`config.mk`:
```
export PLATFORM = sky130hd
export DESIGN_NAME = control_sequencer_flat
export DESIGN_NICKNAME = d
export VERILOG_FILES = /design/src/rtl/sap_ctrl_pkg.sv /design/src/rtl/control_sequencer_if.sv /design/src/rtl/control_sequencer_step_pulse.sv /design/src/rtl/control_sequencer.sv /design/src/flat_wrapper.sv
export SDC_FILE = /design/constraint.sdc
export NUM_CORES = 1
export LEC_CHECK = 0
export ABC_AREA = 1
export ABC_CLOCK_PERIOD_IN_PS = 2200
export CAP_MARGIN = 15
export CORE_AREA = 2 2 39 41
export DETAILED_ROUTE_END_ITERATION = 7
export DIE_AREA = 0 0 41 43
export DONT_BUFFER_PORTS = 1
export SYNTH_ARGS = -nofsm -noshare
export SYNTH_HDL_FRONTEND = slang
export SYNTH_SLANG_ARGS = --single-unit
```
`constraint.sdc`:
```
create_clock -name CLK -period 2.2 [get_ports CLK]
set_input_delay 0.44 -clock CLK [delete_from_list [all_inputs] [get_ports CLK]]
set_output_delay 0.44 -clock CLK [all_outputs]
set_load 0.01 [all_outputs]
```
`src/rtl/sap_ctrl_pkg.sv`:
```
// Shared defaults, T-state width and FSM state encoding for the control sequencer.
// No logic; no latency; no flow control.
package sap_ctrl_pkg;
    localparam int CW_WIDTH_DEF = 18;
    localparam int T_LAST_DEF   = 4;
    localparam int HLT_BIT_DEF  = 17;
    localparam int T_W          = 3;

    typedef enum logic {
        S_RUN  = 1'b0,
        S_HALT = 1'b1
    } state_t;
endpackage

```
`src/rtl/control_sequencer_if.sv`:
```
// Opcode/microcode/step inputs and sequencer outputs bundled between core and datapath.
// Pure wiring; zero latency; no backpressure (step is a level request).
interface control_sequencer_if
    import sap_ctrl_pkg::*;
#(
    parameter int CW_WIDTH = CW_WIDTH_DEF
);
    logic [3:0]          Opcode;
    logic [CW_WIDTH-1:0] Ctrl_Word;
    logic                Run_Mode;
    logic                Step;
    logic [6:0]          Rom_Address;
    logic [CW_WIDTH-1:0] Control_Out;
    logic [T_W-1:0]      T_State;
    logic                Halted;
    logic                Instr_Start;

    modport master (
        output Opcode, Ctrl_Word, Run_Mode, Step,
        input  Rom_Address, Control_Out, T_State, Halted, Instr_Start
    );

    modport slave (
        input  Opcode, Ctrl_Word, Run_Mode, Step,
        output Rom_Address, Control_Out, T_State, Halted, Instr_Start
    );
endinterface

```
`src/rtl/control_sequencer_step_pulse.sv`:
```
// Registers the manual step level and flags its rising edge.
// Edge flag is combinational against a one-cycle-old copy; no backpressure.
module step_pulse (
    input  logic clk,
    input  logic rst_n,
    input  logic step,
    output logic step_rise
);
    logic step_q;

    always_ff @(posedge clk or negedge rst_n) begin
        if (!rst_n) begin
            step_q <= 1'b0;
        end else begin
            step_q <= step;
        end
    end

    assign step_rise = step & ~step_q;
endmodule

```
`src/rtl/control_sequencer.sv`:
```
// Microcode T-state sequencer with HLT and single-step; optional EARLY_END_EN ends an instruction on a zero word.
// Control_Out/Instr_Start zero-latency from inputs; T_State/Halted registered; Step held high advances once.
module control_sequencer
    import sap_ctrl_pkg::*;
#(
    parameter int CW_WIDTH = CW_WIDTH_DEF,
    parameter int T_LAST   = T_LAST_DEF,
    parameter int HLT_BIT  = HLT_BIT_DEF
) (
    input logic               CLK,
    input logic               RESET_n,
    control_sequencer_if.slave bus
);
    localparam logic [T_W-1:0] T_LAST_V = T_W'(T_LAST);

    state_t         state;
    logic [T_W-1:0] t_state;
    logic           halted;
    logic           step_rise;
    logic           advance;
    logic           hlt;
    logic           early_end;

    step_pulse u_step_pulse (
        .clk       (CLK),
        .rst_n     (RESET_n),
        .step      (bus.Step),
        .step_rise (step_rise)
    );

    // RESET_n gates the comb outputs so nothing leaks to the datapath during reset.
    assign advance = RESET_n && (state == S_RUN) && (bus.Run_Mode || step_rise);
    assign hlt     = bus.Ctrl_Word[HLT_BIT];

`ifdef EARLY_END_EN
    assign early_end = (t_state >= T_W'(2)) && (bus.Ctrl_Word == {CW_WIDTH{1'b0}});
`else
    assign early_end = 1'b0;
`endif

    always_ff @(posedge CLK or negedge RESET_n) begin
        if (!RESET_n) begin
            state   <= S_RUN;
            t_state <= '0;
            halted  <= 1'b0;
        end else begin
            case (state)
                S_RUN: begin
                    if (advance) begin
                        // HLT wins over early end; T_State freezes where it stopped.
                        if (hlt) begin
                            state  <= S_HALT;
                            halted <= 1'b1;
                        end else if (early_end || (t_state == T_LAST_V)) begin
                            t_state <= '0;
                        end else begin
                            t_state <= t_state + T_W'(1);
                        end
                    end
                end
                S_HALT: begin
                    halted <= 1'b1;
                end
            endcase
        end
    end

    assign bus.Rom_Address = {bus.Opcode, t_state};
    assign bus.Control_Out = advance ? bus.Ctrl_Word : {CW_WIDTH{1'b0}};
    assign bus.T_State     = t_state;
    assign bus.Halted      = halted;
    assign bus.Instr_Start = advance && (t_state == '0);
endmodule

```
`src/flat_wrapper.sv`:
```
// flat-port wrapper written by rule: the top's interface ports become plain ports
module control_sequencer_flat import sap_ctrl_pkg::*;
#(
    parameter int CW_WIDTH = CW_WIDTH_DEF,
    parameter int T_LAST   = T_LAST_DEF,
    parameter int HLT_BIT  = HLT_BIT_DEF
)
  (CLK, RESET_n, bus_Opcode, bus_Ctrl_Word, bus_Run_Mode, bus_Step, bus_Rom_Address, bus_Control_Out, bus_T_State, bus_Halted, bus_Instr_Start);
  control_sequencer_if #(.CW_WIDTH(CW_WIDTH)) bus_i ();
  input logic CLK;
  input logic RESET_n;
  input wire logic [$bits(bus_i.Opcode)-1:0] bus_Opcode;
  input wire logic [$bits(bus_i.Ctrl_Word)-1:0] bus_Ctrl_Word;
  input wire logic [$bits(bus_i.Run_Mode)-1:0] bus_Run_Mode;
  input wire logic [$bits(bus_i.Step)-1:0] bus_Step;
  output wire logic [$bits(bus_i.Rom_Address)-1:0] bus_Rom_Address;
  output wire logic [$bits(bus_i.Control_Out)-1:0] bus_Control_Out;
  output wire logic [$bits(bus_i.T_State)-1:0] bus_T_State;
  output wire logic [$bits(bus_i.Halted)-1:0] bus_Halted;
  output wire logic [$bits(bus_i.Instr_Start)-1:0] bus_Instr_Start;
  assign bus_i.Opcode = bus_Opcode;
  assign bus_i.Ctrl_Word = bus_Ctrl_Word;
  assign bus_i.Run_Mode = bus_Run_Mode;
  assign bus_i.Step = bus_Step;
  assign bus_Rom_Address = bus_i.Rom_Address;
  assign bus_Control_Out = bus_i.Control_Out;
  assign bus_T_State = bus_i.T_State;
  assign bus_Halted = bus_i.Halted;
  assign bus_Instr_Start = bus_i.Instr_Start;
  control_sequencer #(.CW_WIDTH(CW_WIDTH), .T_LAST(T_LAST), .HLT_BIT(HLT_BIT)) u_core (.CLK(CLK), .RESET_n(RESET_n), .bus(bus_i));
endmodule
```
==> impl_metrics.ini <==
[worst_setup_path]
worstSetupStartpointType = flop
critPathMaxFanout = 5
reg2reg_from = u_core.bus.T_State[0]
crit_path_max_incr_delay_ns = 0.47
startpoint = u_core.bus.T_State[0]
critical_path_arrival_ns = 1.23
critPathRequiredTime_ns = 1.76
path_cells = inv_1 > ha_1 > nand2_1 > nor2_1
crit_path_end_kind = primary output
slowest_stage = dfrtp_1
r2r_slack_ns = 1.03
crit_type = reg -> out

[timing]
fin_tns_setup_ns = 0
hold_violations = 0
rsz0062_at_grt = no
slew_viol_final = 0
skew_ns = 0.00116
post-route-period-util_pct = 76.1
max_freq_mhz = 598
maxSlewHeadroom_pct = 80.0
setup_viol = 0
period_minus_slack_ns = 1.67
worst_pin_slew_ns = 0.300

[clock_tree]
clk_path_buf_depth = 2
hold_buffers = 1
cts_tree = done
insertion_delay_ns = 0.24
ctsResizeCount = 0
post_cts_buffers = 0
cts_buffers = 3
cts.sinks = 6
clkTransAtPathRegs_ns = 0.04
cts_root_buf = clkbuf_4
cts_max_level = 1

[synthesis]
yosys_warnings = 0
synth_mux_area_share_pct = 0
synth_compound_area_share_pct = 2.87
synthAdderAreaFrac_pct = 4.78
synthSimpleGateAreaFrac_pct = 32.1
avgSynthCellArea_um2 = 6.30
syn_inst = 83
yosysTopAreaCell = dfrtp_1
synth-xor-area-share_pct = 0
ys_types = 14
ys_seq_area_share_pct = 28.7
synth_fp_nets = 111
netlist_area_um2 = 523
synth_top_family_by_area = simple AND/OR/NAND/NOR gates
yosysTopAreaCellShare_pct = 28.7
synth.area.top_cells = dfrtp_1 29%, inv_1 19%, nor2_1 13%
ys_seq_elements = 6

[route]
dr_total_vias = 433
first_iter_violations = 5
routed_wl_um = 864
postRouteAntennaNets = 0
drt-pass1-iter-count = 2
avgRoutedWirePerCell_um = 9.09
via_per_inst = 4.56
drc = 0

[grt]
grt_pass1_wl_um = 1210
antenna_found_initial = 0
gr-total-overflow = 0
grt_use_total_pct = 10.4
grt_max_degree = 19
grt_pass1_vias = 296

[floorplanning]
die_h_um = 43
row_count = 14
dieArea_um2 = 1760
core_um2 = 1380
pin_count = 56
initial_core_util_pct = 37.8
die-width_um = 41

[placed_design]
hpwl_um = 718
io_buffers = 0
placed_cells = 91
gp_congestion = 0.629

[run]
drv_cap = 0

[power]
p_leak_nw = 0.331
p_per_area_nw_per_um2 = 469
vdd_drop_max_uv = 306

[cells_and_area]
layoutNonFillerInstCount = 95
drive_gt1_share_pct = 8.86
final_common_cell = inv_1
n_antenna_cell = 0
area_growth_syn_to_layout_pct = -2.15
final_cell_mix = 27 x inv_1, 18 x nor2_1, 13 x nand2_1
nNetsFinal = 109

[status]
status = finished clean

[worst_hold_path]
hold_class = in -> reg
worstHoldStart = bus_Step
flip-flops by register name, indices dropped and copies added, names as in the netlist:
| signal | count |
|---|---|
| u_core.bus.Halted | 1 |
| u_core.bus.T_State | 3 |
| u_core.state | 1 |
| u_core.u_step_pulse.step_q | 1 |
area by class of cell:
type                    count  area (µm²)
flip-flops and latches      6         150
repair buffers              1        10.0
fillers                   150         872
multi-input cells          42         208
inverters                  27         101
clock buffers               3        22.5
well taps                  16        20.0
worst max-delay path: cells and delay by family (launching register included):
kind | cells | cell delay [ns]
adder cells (fa/ha/maj) | 1 | 0.17
AND/OR/NAND/NOR | 2 | 0.25
buffers and inverters | 1 | 0.12
flip-flops | 1 | 0.47
path summary, 6_finish.rpt:
kind / endpoint / depth (start not counted)
min reg2reg: u_core.state / 2
max reg2reg: u_core.bus.T_State[0] / 5
max in group asynchronous: u_core.u_step_pulse.step_q / 1
min: u_core.u_step_pulse.step_q / 0
max: bus_Instr_Start / 4
min in group asynchronous: u_core.bus.T_State[2] / 1
metal layers:
layer	vias up	routed length, µm	track usage (%)
li1	215	-	-
met1	177	336	9.97
met2	37	398	15.9
met3	4	111	4.71
met4	0	18	8.67
met5	-	0	0
report_power, final:
group / total [W] / internal [W] / switching (W)
clock: 0.0000973 / 0.0000614 / 0.0000358
combinational: 0.0000233 / 0.00000916 / 0.0000142
sequential: 0.000119 / 0.000114 / 0.00000558
metrics by stage:
step                hold slack (ns)  utilization, %  setup WS [ns]  power, W  instance area (µm²)
floorplan                     0.144               -          0.768  0.000149                  523
global placement              0.145            34.6          0.791  0.000141                  479
detailed placement            0.145            34.6          0.772  0.000142                  479
CTS                           0.223            37.0          0.512  0.000243                  512
global route                  0.215            37.0          0.431  0.000255                  512
finish                        0.228            37.0          0.527  0.000240                  512
logic make-up (layout without fill, tap and decap cells):
kind of cell             count (synthesis)  after routing
AND/OR/NAND/NOR                         37             37
flip-flops                               6              6
buffers and inverters                   35             31
AO/OA/AOI/OAI                            3              3
adder cells (fa/ha/maj)                  2              2
Yosys cell counts, drive strengths merged:
cell / number
nor2: 19
ha: 2
nand3b: 1
dfrtp: 6
nand2: 15
inv: 27
o21ai: 3
nand3: 2
buf: 8
Note: power is estimated with default switching activity, not from simulation.
